File: src/rtl/fp16_normalize_fsm.sv
`default_nettype none
// ============================================================================
// fp16_normalize_fsm : one-bit-per-cycle post-add normalizer, exponent via inc/dec unit
// Revision 1.0
// ============================================================================
module fp16_normalize_fsm (
  input  logic        clk,
  input  logic        rst_n,
  input  logic        in_valid,
  output logic        in_ready,
  input  logic        sign_in,
  input  logic [4:0]  exp_in,
  input  logic [11:0] sum_in,
  output logic        incdec_select,
  output logic        incdec_cin,
  output logic [4:0]  incdec_a,
  input  logic [4:0]  incdec_b,
  output logic        out_valid,
  input  logic        out_ready,
  output logic        sign_out,
  output logic [4:0]  exp_out,
  output logic [9:0]  mant_out,
  output logic        overflow,
  output logic        underflow,
  output logic        zero,
  output logic [3:0]  shift_cnt
);

  localparam logic [2:0] c_IDLE    = 3'd0;
  localparam logic [2:0] c_CHECK   = 3'd1;
  localparam logic [2:0] c_SHIFT_R = 3'd2;
  localparam logic [2:0] c_SHIFT_L = 3'd3;
  localparam logic [2:0] c_DONE    = 3'd4;

  localparam logic [4:0] c_EXP_MAX = 5'd31;
  localparam logic [4:0] c_EXP_MIN = 5'd1;

  logic [2:0]  r_state;
  logic        r_sign;
  logic [4:0]  r_exp;
  logic [11:0] r_mant;
  logic        r_ovf;
  logic        r_unf;
  logic        r_zero;
  logic [3:0]  r_cnt;

  logic        w_shl_active;
  logic [11:0] w_mant_shl;
  logic [11:0] w_mant_shr;

  // At exp==1 the left-shift state stops instead of stepping, so the unit is left idle.
  assign w_shl_active  = (r_state == c_SHIFT_L) && (r_exp != c_EXP_MIN);
  assign w_mant_shl    = {r_mant[10:0], 1'b0};
  assign w_mant_shr    = {1'b0, r_mant[11:1]};

  assign incdec_select = (r_state == c_SHIFT_R) || w_shl_active;
  assign incdec_cin    = w_shl_active;
  assign incdec_a      = r_exp;

  assign in_ready      = (r_state == c_IDLE);
  assign out_valid     = (r_state == c_DONE);
  assign sign_out      = r_sign;
  assign exp_out       = r_exp;
  assign mant_out      = r_mant[9:0];
  assign overflow      = r_ovf;
  assign underflow     = r_unf;
  assign zero          = r_zero;
  assign shift_cnt     = r_cnt;

  always_ff @(posedge clk or negedge rst_n) begin
    if (!rst_n) begin
      r_state <= c_IDLE;
      r_sign  <= 1'b0;
      r_exp   <= 5'd0;
      r_mant  <= 12'd0;
      r_ovf   <= 1'b0;
      r_unf   <= 1'b0;
      r_zero  <= 1'b0;
      r_cnt   <= 4'd0;
    end else begin
      case (r_state)
        c_IDLE: begin
          if (in_valid) begin
            r_sign  <= sign_in;
            r_exp   <= exp_in;
            r_mant  <= sum_in;
            r_ovf   <= 1'b0;
            r_unf   <= 1'b0;
            r_zero  <= 1'b0;
            r_cnt   <= 4'd0;
            r_state <= c_CHECK;
          end
        end
        c_CHECK: begin
          if (r_mant == 12'd0) begin
            r_zero  <= 1'b1;
            r_exp   <= 5'd0;
            r_state <= c_DONE;
          end else if (r_exp == c_EXP_MAX) begin
            r_ovf   <= 1'b1;
            r_mant  <= 12'd0;
            r_state <= c_DONE;
          end else if (r_exp == 5'd0) begin
            r_state <= c_DONE;
          end else if (r_mant[11]) begin
            r_state <= c_SHIFT_R;
          end else if (r_mant[10]) begin
            r_state <= c_DONE;
          end else begin
            r_state <= c_SHIFT_L;
          end
        end
        c_SHIFT_R: begin
          r_exp   <= incdec_b;
          r_cnt   <= r_cnt + 4'd1;
          r_state <= c_DONE;
          if (incdec_b == c_EXP_MAX) begin
            r_ovf  <= 1'b1;
            r_mant <= 12'd0;
          end else begin
            r_mant <= w_mant_shr;
          end
        end
        c_SHIFT_L: begin
          if (r_exp == c_EXP_MIN) begin
            r_unf   <= 1'b1;
            r_exp   <= 5'd0;
            r_state <= c_DONE;
          end else begin
            r_mant <= w_mant_shl;
            r_exp  <= incdec_b;
            r_cnt  <= r_cnt + 4'd1;
            if (w_mant_shl[10]) begin
              r_state <= c_DONE;
            end
          end
        end
        c_DONE: begin
          if (out_ready) begin
            r_state <= c_IDLE;
          end
        end
        default: r_state <= c_IDLE;
      endcase
    end
  end

endmodule
`default_nettype wire

File: config.mk
export PLATFORM = sky130hd
export DESIGN_NAME = fp16_normalize_fsm
export DESIGN_NICKNAME = d
export VERILOG_FILES = /design/src/rtl/fp16_normalize_fsm.sv
export SDC_FILE = /design/constraint.sdc
export NUM_CORES = 1
export LEC_CHECK = 0
export CAP_MARGIN = 20
export CORE_UTILIZATION = 42
export CTS_BUF_LIST = sky130_fd_sc_hd__clkbuf_16
export DETAILED_ROUTE_END_ITERATION = 10
export PLACE_DENSITY_LB_ADDON = 0.25
export SKIP_CTS_REPAIR_TIMING = 1
export SLEW_MARGIN = 20
export SYNTH_ARGS = -nofsm -noshare
export SYNTH_HDL_FRONTEND = slang
export SYNTH_SLANG_ARGS = --single-unit
File: constraint.sdc
create_clock -name clk -period 1.6 [get_ports clk]
set_input_delay 0.32 -clock clk [delete_from_list [all_inputs] [get_ports clk]]
set_output_delay 0.32 -clock clk [all_outputs]
set_load 0.02 [all_outputs]
-- Word level (Yosys, flattened, before mapping)
Cells that the tools add are included.
- bits in registers: 28
- input port bits: 27
- output and inout bits: 32
- word-level logic and storage cells: 76
- add/subtract/negate cells: 1
- equal/unequal tests: 17
- muxes and demuxes: 32
- reduce and logical (&&, ||, !) cells: 18
- operators with widths (operator ; count):
    12-bit two-way mux ; 4
    12-bit one-hot mux with 4 select lines ; 1
    3-bit two-way mux ; 9
    5-bit one-hot mux with 4 select lines ; 1
    5-bit two-way mux ; 3
    3-bit one-hot mux with 5 select lines ; 1
    3-bit AND reduction ; 5
    12-bit zero test ; 1
    4-bit one-hot mux with 3 select lines ; 1
    11-bit two-way mux ; 1
    5-bit equality test, second input constant ; 2
    2-bit inequality test, second input constant ; 5
    5-bit AND reduction ; 2
    4-bit two-way mux ; 2
    3-bit by 2-bit equality test with 1-bit output, second input constant ; 2
    1-bit two-way mux ; 6
    2-bit by 1-bit inequality test with 1-bit output, second input constant ; 3
    3-bit nonzero test ; 2
    5-bit by 1-bit equality test with 1-bit output, second input constant ; 1
    5-bit zero test ; 1
    5-bit by 1-bit inequality test with 1-bit output, second input constant ; 1
    4-bit by 1-bit adder with 4-bit output, second input constant ; 1
    1-bit one-hot mux with 2 select lines ; 2
    2-bit nonzero test ; 2
    9 further kinds ; 9

-- Longest topological paths before layout
Gate-level depths: netlist (run 1).
- depth after elaboration: 6
- depth in mapped cells: 7

-- Worst setup path before layout (run 1)
No wires, ideal clock.
- path kind: reg2reg
- from: reg r_exp[4] (netlist: exp_out[4])
- to: reg r_mant[10]
- setup time: 125 ps
- arrival: 1704 ps
- data required time: 1475 ps
- path slack: -229 ps
- cell stages (with the launch flop): 7
- cell sequence: dfrtp_1 nor4_4 and2_4 nand3_4 nand3_4 buf_12 mux2_4
- cells in the longest elaborated chain, start to end: 3
- elaborated cells on any way between the ends: 5
- those cells by class: 4 x eq/ne; 1 x reduce/logical
- RTL lines (what ; RTL line ; text):
    start: declaration ; 40 ; logic [4:0] r_exp;
    start signal: assignment ; 85 ; r_exp <= exp_in;
    start signal: assignment ; 114 ; r_exp <= incdec_b;
    start signal: assignment ; 131 ; r_exp <= incdec_b;
    5-bit equality test or 5-bit by 1-bit equality test with 1-bit output (tied branches) ; 99, 125 ;
    2-bit inequality test (no line) ; -- ;
    5-bit AND reduction (no line) * ; -- ;
    end signal: assignment ; 86 ; r_mant <= sum_in;
    end signal: assignment ; 121 ; r_mant <= w_mant_shr;
    end signal: assignment ; 130 ; r_mant <= w_mant_shl;
    end: declaration ; 41 ; logic [11:0] r_mant;
Mark *: on every way between the ends. The rest lies on a longest branch, timed or not.
A chain may end at the register's enable or synchronous reset.

-- Final worst setup path (run 1)
- from: reg r_mant[4]
- to: reg r_mant[6]
- cells in the longest elaborated chain, start to end: 3
- RTL lines (what ; RTL line ; text):
    12-bit zero test ; 95 ; if (r_mant == 12'd0) begin
    2-bit inequality test (no line) ; -- ;
    5-bit AND reduction (no line) ; -- ;
Every way passes these cells.

==> results.toml, run 1 <==
[die]
fp.dieH_microns = 69.01
initial_core_util_pct = 43.61
dieArea_sq_um = 4762
core-area_sq_um = 4324
io_pins = 59
row_count = 24
die_w_microns = 69.01

[clocking]
clkTransAtPathRegs_ns = 0.07
clk_latency_ns = 0.26
cts_num_sinks = 28
cts_root_buf = "clkbuf_16"
numCtsBuffers = 3
cts_tree = "yes"
clockBufferDepth = 2
cts_max_level = 1

[logic_synthesis]
avgSynthCellArea_sq_um = 9.670
synth_ff_type = "dfrtp_1"
async_reset_ff_share_pct = 100.0
synth_edf_count = 0
synthCells = 195
syn_nets = 223
ys_seq_elements = 28
netlist_area_sq_um = 1886
yosysSeqAreaShare_pct = 37.16
yosys_warnings = 0
yosysUniqueCellTypes = 47

[critical_path]
crit_family = "simple AND/OR/NAND/NOR gates"
end_kind = "flip-flop"
r2r_slack_ns = -0.25
worstPathCellList = "nor4_1 -> and4_1 -> buf_6 -> o21ai_4 -> nand3_4 -> mux2_4"
crit_required_ns = 1.75
critPathMaxFanout = 6
cp_data_arrival_time_ns = 2.00
critPathMaxStageDelay_ns = 0.40
start_kind = "flip-flop"
cp_num_buf_inv = 1
criticalPathCategory = "flip-flop to flip-flop"
critPathSlowestCell = "dfrtp_1"

[detailed_routing]
drc = 0
drt_iter0_markers = 104
viasPerCell = 5.475
routed_wl_microns = 5609
wl_per_cell_microns = 16.45
via_count = 1867
dr.pass1.iters = 4
ant_nets = 0

[pwr]
swShare_pct = 41.03
peakVddDrop_mv = 0.8916
seqPwrFrac_pct = 20.7
switchingPower_uw = 2560
p_leak_uw = 0.001658
pwr-share-clk_pct = 9.3
power_frac_comb_pct = 70.0
p_per_area_nw_per_um2 = 2033
finalPower_uw = 6240
p_int_uw = 3680

[global_route]
first_global_vias = 1674
grt_pass1_wl_microns = 8204
globalRouteOverflowTotal = 0
grt_max_degree = 29
antenna_found_initial = 0
grt_usage_pct = 21.17

[timing]
slew_viol_final = 0
rsz0062_at_grt = "yes"
slew_headroom_pct = 74.48
fin_crit_ns = 1.848
fin_crit_sh_pct = 115.5
setup_viol = 22
setup_ws_ns = -0.2475
clock.fmax_mhz = 541.3
clock_skew_ns = 0.004875
hold_viol = 0
tightestPinTransition_ns = 0.3828

[layout]
fin_area_sq_um = 3069
nNetsFinal = 318
diodes = 0
seq_area_sq_um = 703.2
multi_input_area_sq_um = 1095
area_growth_syn_to_layout_pct = 62.77
fin_util_pct = 70.98
layout_common_cells = "buf_4, clkdlybuf4s50_1, dfrtp_1"
final_common_cell = "buf_4"
drive_above_1_share_pct = 37.37
fillCellCount = 331

[place]
post_dp_cell_area_sq_um = 2759
place_congestion = 0.8444
dpl.hpwl_microns = 3771
port_buffers = 58

[status]
outcome = "complete, but fails checks"
violations = "setup timing"

[job]
max_cap_violations = 0

[min_path]
hp-class = "input pin to asynchronous set/reset pin"
==> cell usage after synthesis, types with 3 or more instances <==
library cell | n | share of area [%]
o21ai_0 | 3 | 0.80
mux2_4 | 12 | 9.6
o21ai_1 | 6 | 1.6
mux2_1 | 4 | 2.4
buf_4 | 16 | 6.4
dfrtp_1 | 28 | 37
o22ai_1 | 10 | 3.3
a22o_1 | 4 | 1.9
inv_2 | 3 | 0.60
nand2_1 | 8 | 1.6
clkbuf_1 | 3 | 0.60
buf_2 | 6 | 1.6
nor3_1 | 13 | 3.5
inv_1 | 4 | 0.80
nor2_1 | 12 | 2.4
a21oi_1 | 20 | 5.3
nand3_1 | 4 | 1.1
==> sequential cells by signal, summed over array words and instances (netlist names) <==
name	flops
underflow	1
overflow	1
zero	1
sign_out	1
r_state	3
exp_out	5
r_mant	12
shift_cnt	4
==> cell type report <==
type                            instances  share of cell area, %
Multi-Input combinational cell        134                  35.67
Inverter                                7                 0.8561
Clock buffer                            3                  2.446
Sequential cell                        28                  22.91
Tap cell                               52                  2.120
Timing Repair Buffer                  116                  35.87
Clock inverter                          1                 0.1223
==> routing by layer <==
layer | track usage (%) | wire length, microns | vias to the layer above | part of all wire, %
met3 | 2.778 | 323 | 8 | 5.8
met2 | 31.72 | 2712 | 72 | 48
met5 | 0 | 0 | - | 0
li1 | - | - | 892 | -
met4 | 7.029 | 79 | 0 | 1.4
met1 | 31.43 | 2494 | 895 | 44
==> cells by family (layout without fill, tap and decap cells) <==
family | Yosys count | in the layout | share of synthesized area, %
multiplexers | 18 | 18 | 13.07
flip-flops | 28 | 28 | 37.16
XOR/XNOR | 2 | 2 | 0.9292
adder cells (fa/ha/maj) | 1 | 1 | 0.6635
AND/OR/NAND/NOR | 58 | 59 | 18.25
AO/OA/AOI/OAI | 54 | 54 | 18.31
buffers and inverters | 34 | 127 | 11.61
==> path summary, 6_finish.rpt <==
path                            startpoint    endpoint  depth (start not counted)
worst max-delay path             r_mant[4]   r_mant[6]                          6
worst min-delay path                 rst_n  r_mant[10]                          2
worst max register to register   r_mant[4]   r_mant[6]                          6
worst min register to register    sign_out    sign_out                          1
max in group asynchronous            rst_n  exp_out[1]                          2
min in group clk                  sign_out    sign_out                          1
==> power by group through the flow <==
stage / clock network (uW) / registers (uW) / logic [uW]
floorplan: 0 / 1480 / 2270
global placement: 0 / 1250 / 3960
detailed placement: 0 / 1260 / 4010
CTS: 582 / 1250 / 4020
global route: 607 / 1330 / 4640
finish: 579 / 1290 / 4370
==> stage by stage <==
step	instances	TNS (ns)	setup slack (ns)	hold slack, ns
finish	341	-4.305	-0.2475	0.4443
global route	341	-5.755	-0.3030	0.4728
CTS	335	-8.849	-0.5233	0.4549
detailed placement	331	-6.899	-0.3375	0.4820
global placement	331	-6.118	-0.3120	0.4727
floorplan	195	-2.613	-0.1823	0.02441
Note: power is estimated with default switching activity, not from simulation.
==> inputs of run 2 (changes only) <==
- ABC_CLOCK_PERIOD_IN_PS: unset -> 1600
- MAX_ROUTING_LAYER: unset -> met4
==> results.toml, run 2 (synthesis results as in run 1) <==
[layout]
drive_above_1_share_pct = 37.37
fillCellCount = 331
final_common_cell = "buf_4"
largest-register = "r_mant"
fin_area_sq_um = 3069
largest_register_ffs = 12
nNetsFinal = 318
final_cells = 341
area_growth_syn_to_layout_pct = 62.77
diodes = 0
layout_common_cells = "buf_4, clkdlybuf4s50_1, dfrtp_1"

[die]
initial_core_util_pct = 43.61
row_count = 24
die_w_microns = 69.01
io_pins = 59
dieArea_sq_um = 4762
core-area_sq_um = 4324
fp.dieH_microns = 69.01

[pwr]
p_per_area_nw_per_um2 = 2032
p_leak_uw = 0.001658
finalPower_uw = 6235
peakVddDrop_mv = 0.8980

[global_route]
antenna_found_initial = 0
globalRouteOverflowTotal = 0
grt_pass1_wl_microns = 8190
first_global_vias = 1671
grt_max_degree = 29
grt_usage_pct = 21.78

[clocking]
clkTransAtPathRegs_ns = 0.07
cts_max_level = 1
cts_num_sinks = 28
cts_root_buf = "clkbuf_16"
numCtsBuffers = 3
clk_latency_ns = 0.26
clockBufferDepth = 2
cts_tree = "yes"

[detailed_routing]
ant_nets = 0
wl_per_cell_microns = 16.48
viasPerCell = 5.493
via_count = 1873
drc = 0
routed_wl_microns = 5621
drt_iter0_markers = 107
dr.pass1.iters = 4

[timing]
setup_tns_ns = -4.338
setup_ws_ns = -0.2488
hold_ws_ns = 0.4403
slew_headroom_pct = 74.73
setup_viol = 22
slew_viol_final = 0
hold_viol = 0
clock_skew_ns = 0.004090
fin_crit_ns = 1.849
tightestPinTransition_ns = 0.3790
fin_crit_sh_pct = 115.5
rsz0062_at_grt = "yes"
clock.fmax_mhz = 540.9

[critical_path]
r2r-end = "r_mant[6]"
r2r_cells = 6
r2r_slack_ns = -0.25
criticalPathCategory = "flip-flop to flip-flop"
critPathMaxFanout = 6
crit_required_ns = 1.75
cp_data_arrival_time_ns = 2.00
start_kind = "flip-flop"
r2r-start = "r_mant[4]"
end_kind = "flip-flop"

[place]
post_dp_cell_area_sq_um = 2759
dp_cells = 331
port_buffers = 58
place_congestion = 0.8577
dpl.hpwl_microns = 3771

[min_path]
hp-class = "input pin to asynchronous set/reset pin"

[job]
max_cap_violations = 0

[status]
outcome = "complete, but fails checks"
violations = "setup timing"
[run 2: critical path, stage by stage (launching register included)]
cell and delay, ns:
dfrtp_1 0.40, nor4_1 0.37, and4_1 0.29, buf_6 0.12
o21ai_4 0.08, nand3_4 0.17, mux2_4 0.31
[run 2: layout make-up]
class	count	area, sq um	area share [%]
clock buffer	3	75.07	2.446
clock inverter	1	3.754	0.1223
inverter	7	26.28	0.8561
multi-input combinational	134	1095	35.67
sequential	28	703.2	22.91
tap	52	65.06	2.120
timing repair buffer	116	1101	35.87
[run 2: stage by stage]
stage | utilization [%] | setup WS, ns
3_3_place_gp | 63.80 | -0.3120
3_5_place_dp | 63.80 | -0.3375
2_1_floorplan | - | -0.1823
5_1_grt | 70.98 | -0.3030
6_report | 70.98 | -0.2488
4_1_cts | 65.63 | -0.5233
[run 2: metal layers]
| layer | share of wire [%] | global-route usage (%) | vias to the layer above | wire, microns |
|---|---|---|---|---|
| met4 | 1.7 | 7.029 | 0 | 94 |
| met2 | 48 | 31.93 | 77 | 2707 |
| li1 | - | - | 893 | - |
| met1 | 44 | 31.24 | 890 | 2459 |
| met3 | 6.4 | 2.778 | 13 | 360 |
| met5 | 0 | - | - | 0 |
[run 2: worst max path at each step]
| stage | start | endpoint | cells after the start |
|---|---|---|---|
| floorplan | exp_out[2] | r_mant[10] | 6 |
| global placement | in_valid | r_mant[0] | 6 |
| detailed placement | in_valid | r_mant[0] | 6 |
| CTS | exp_out[2] | incdec_select | 4 |
| global route | r_mant[4] | r_mant[10] | 6 |
| finish | r_mant[4] | r_mant[6] | 6 |
[run 2: where the power goes]
part           internal [uW]  switching [uW]
sequential              1020             270
clock                    335             240
combinational           2320            2050
==> inputs of run 3 (changes only) <==
==> constraint.sdc (replaced) <==
create_clock -name clk -period 1.6 [get_ports clk]
set_input_delay 0.32 -clock clk [delete_from_list [all_inputs] [get_ports clk]]
set_output_delay 0.32 -clock clk [all_outputs]
set_load 0.05 [all_outputs]
==> results.toml, run 3 (synthesis results as in run 1) <==
[status]
outcome = "complete, but fails checks"
violations = "setup timing"

[critical_path]
start_kind = "flip-flop"
criticalPathCategory = "flip-flop to flip-flop"
end_kind = "flip-flop"
crit_required_ns = 1.75
cp_data_arrival_time_ns = 2.08
critPathMaxFanout = 6

[detailed_routing]
ant_nets = 0
wl_per_cell_microns = 17.72
dr.pass1.iters = 4
viasPerCell = 5.586
drc = 0
routed_wl_microns = 6114
via_count = 1927
drt_iter0_markers = 205

[global_route]
globalRouteOverflowTotal = 0
top_usage_layer = "met2"
gr-usage-met3_pct = 3.655
grt_pass1_wl_microns = 8728
antenna_found_initial = 0
grtUsageMet2_pct = 36.35
grt_usage_pct = 23.23
met1_usage_pct = 30.03
first_global_vias = 1821
grt_max_degree = 29

[die]
fp.dieH_microns = 69.01
core-area_sq_um = 4324
initial_core_util_pct = 43.61
dieArea_sq_um = 4762
io_pins = 59
die_w_microns = 69.01
row_count = 24

[timing]
clock_skew_ns = 0.005164
slew_viol_final = 0
slew_headroom_pct = 73.24
hold_ws_ns = 0.4360
fin_crit_sh_pct = 120.5
rsz0062_at_grt = "yes"
tightestPinTransition_ns = 0.4013
setup_ws_ns = -0.3278
fin_crit_ns = 1.928
clock.fmax_mhz = 518.7
hold_viol = 0
setup_viol = 26

[layout]
diodes = 0
largest-register = "r_mant"
area_growth_syn_to_layout_pct = 78.04
largest_register_ffs = 12
fillCellCount = 260
fin_util_pct = 77.63
final_cells = 345
layout_common_cells = "buf_4, buf_12, clkdlybuf4s50_1"
nNetsFinal = 322
drive_above_1_share_pct = 48.81
final_common_cell = "buf_4"

[job]
max_cap_violations = 0

[pwr]
peakVddDrop_mv = 1.331
switchingPower_uw = 3623
swShare_pct = 44.32
power_frac_comb_pct = 75.8
p_per_area_nw_per_um2 = 2435
pwr-share-clk_pct = 7.2
p_leak_uw = 0.001526
finalPower_uw = 8173
p_int_uw = 4551
seqPwrFrac_pct = 17.0

[place]
post-place-ws_ns = -0.2917
dp_cells = 328
dpl.hpwl_microns = 3917
port_buffers = 58
place_congestion = 0.8780

[clocking]
cts_max_level = 1
clk_latency_ns = 0.27
clockBufferDepth = 2
clkTransAtPathRegs_ns = 0.07
cts_num_sinks = 28
cts_root_buf = "clkbuf_16"
numCtsBuffers = 3
cts_tree = "yes"

[min_path]
hp-class = "input pin to asynchronous set/reset pin"
## run 3: cell types whose count changed in the layout (fill, tap and decap cells not counted), sizes merged
| cell | previous run | this run |
|---|---|---|
| clkbuf | 4 | 3 |
| inv | 7 | 8 |
| dlymetal6s2s | 23 | 0 |
| clkinv | 1 | 0 |
| nand3 | 7 | 6 |
| buf | 61 | 95 |
| clkdlybuf4s50 | 31 | 26 |
## run 3: worst max-delay path, cell delays in order (launching register included)
cell and delay (ns):
dfrtp_1 0.42, nor4_2 0.32, and4_1 0.28, buf_6 0.13, o21ai_4 0.06, nand3_4 0.16, buf_4 0.15, mux2_4 0.29
## run 3: per-stage QoR
| stage | TNS (ns) | cell area [sq um] |
|---|---|---|
| floorplan | -5.165 | 1911 |
| global placement | -4.464 | 3072 |
| detailed placement | -4.763 | 3072 |
| CTS | -4.406 | 3151 |
| global route | -7.723 | 3357 |
| finish | -5.747 | 3357 |
## run 3: path summary, 6_finish.rpt
path / endpoint / slack, ns / depth (start not counted) / from
worst max register to register: r_mant[5] / -0.33 / 7 / r_mant[4]
min in group clk: sign_out / 0.49 / 1 / sign_out
worst min register to register: sign_out / 0.49 / 1 / sign_out
worst min-delay path: r_mant[4] / 0.44 / 2 / rst_n
max in group asynchronous: r_state[0] / 0.87 / 2 / rst_n
worst max-delay path: r_mant[5] / -0.33 / 7 / r_mant[4]
## run 3: area by class of cell
class / count / area [sq um] / area share, %
multi-input cells: 133 / 1051 / 31.31
clock inverters: 1 / 3.754 / 0.1118
flip-flops and latches: 28 / 710.7 / 21.17
clock buffers: 3 / 75.07 / 2.236
inverters: 7 / 26.28 / 0.7827
well taps: 52 / 65.06 / 1.938
repair buffers: 121 / 1425 / 42.45
## run 3: power by group through the flow
stage                     combinational [uW]  sequential [uW]  clock, uW
after global placement                  5550             1340          0
after CTS                               5650             1350        589
after global routing                    6460             1420        617
after detailed placement                5620             1360          0
after floorplan                         2800             1780          0
final                                   6200             1390        589
## run 3: routing by layer
layer,routed length [microns],up-vias,part of all wire (%)
met5,0,-,0
met4,160,0,2.6
met3,297,20,4.9
met2,3078,86,50
met1,2578,931,42
li1,-,890,-
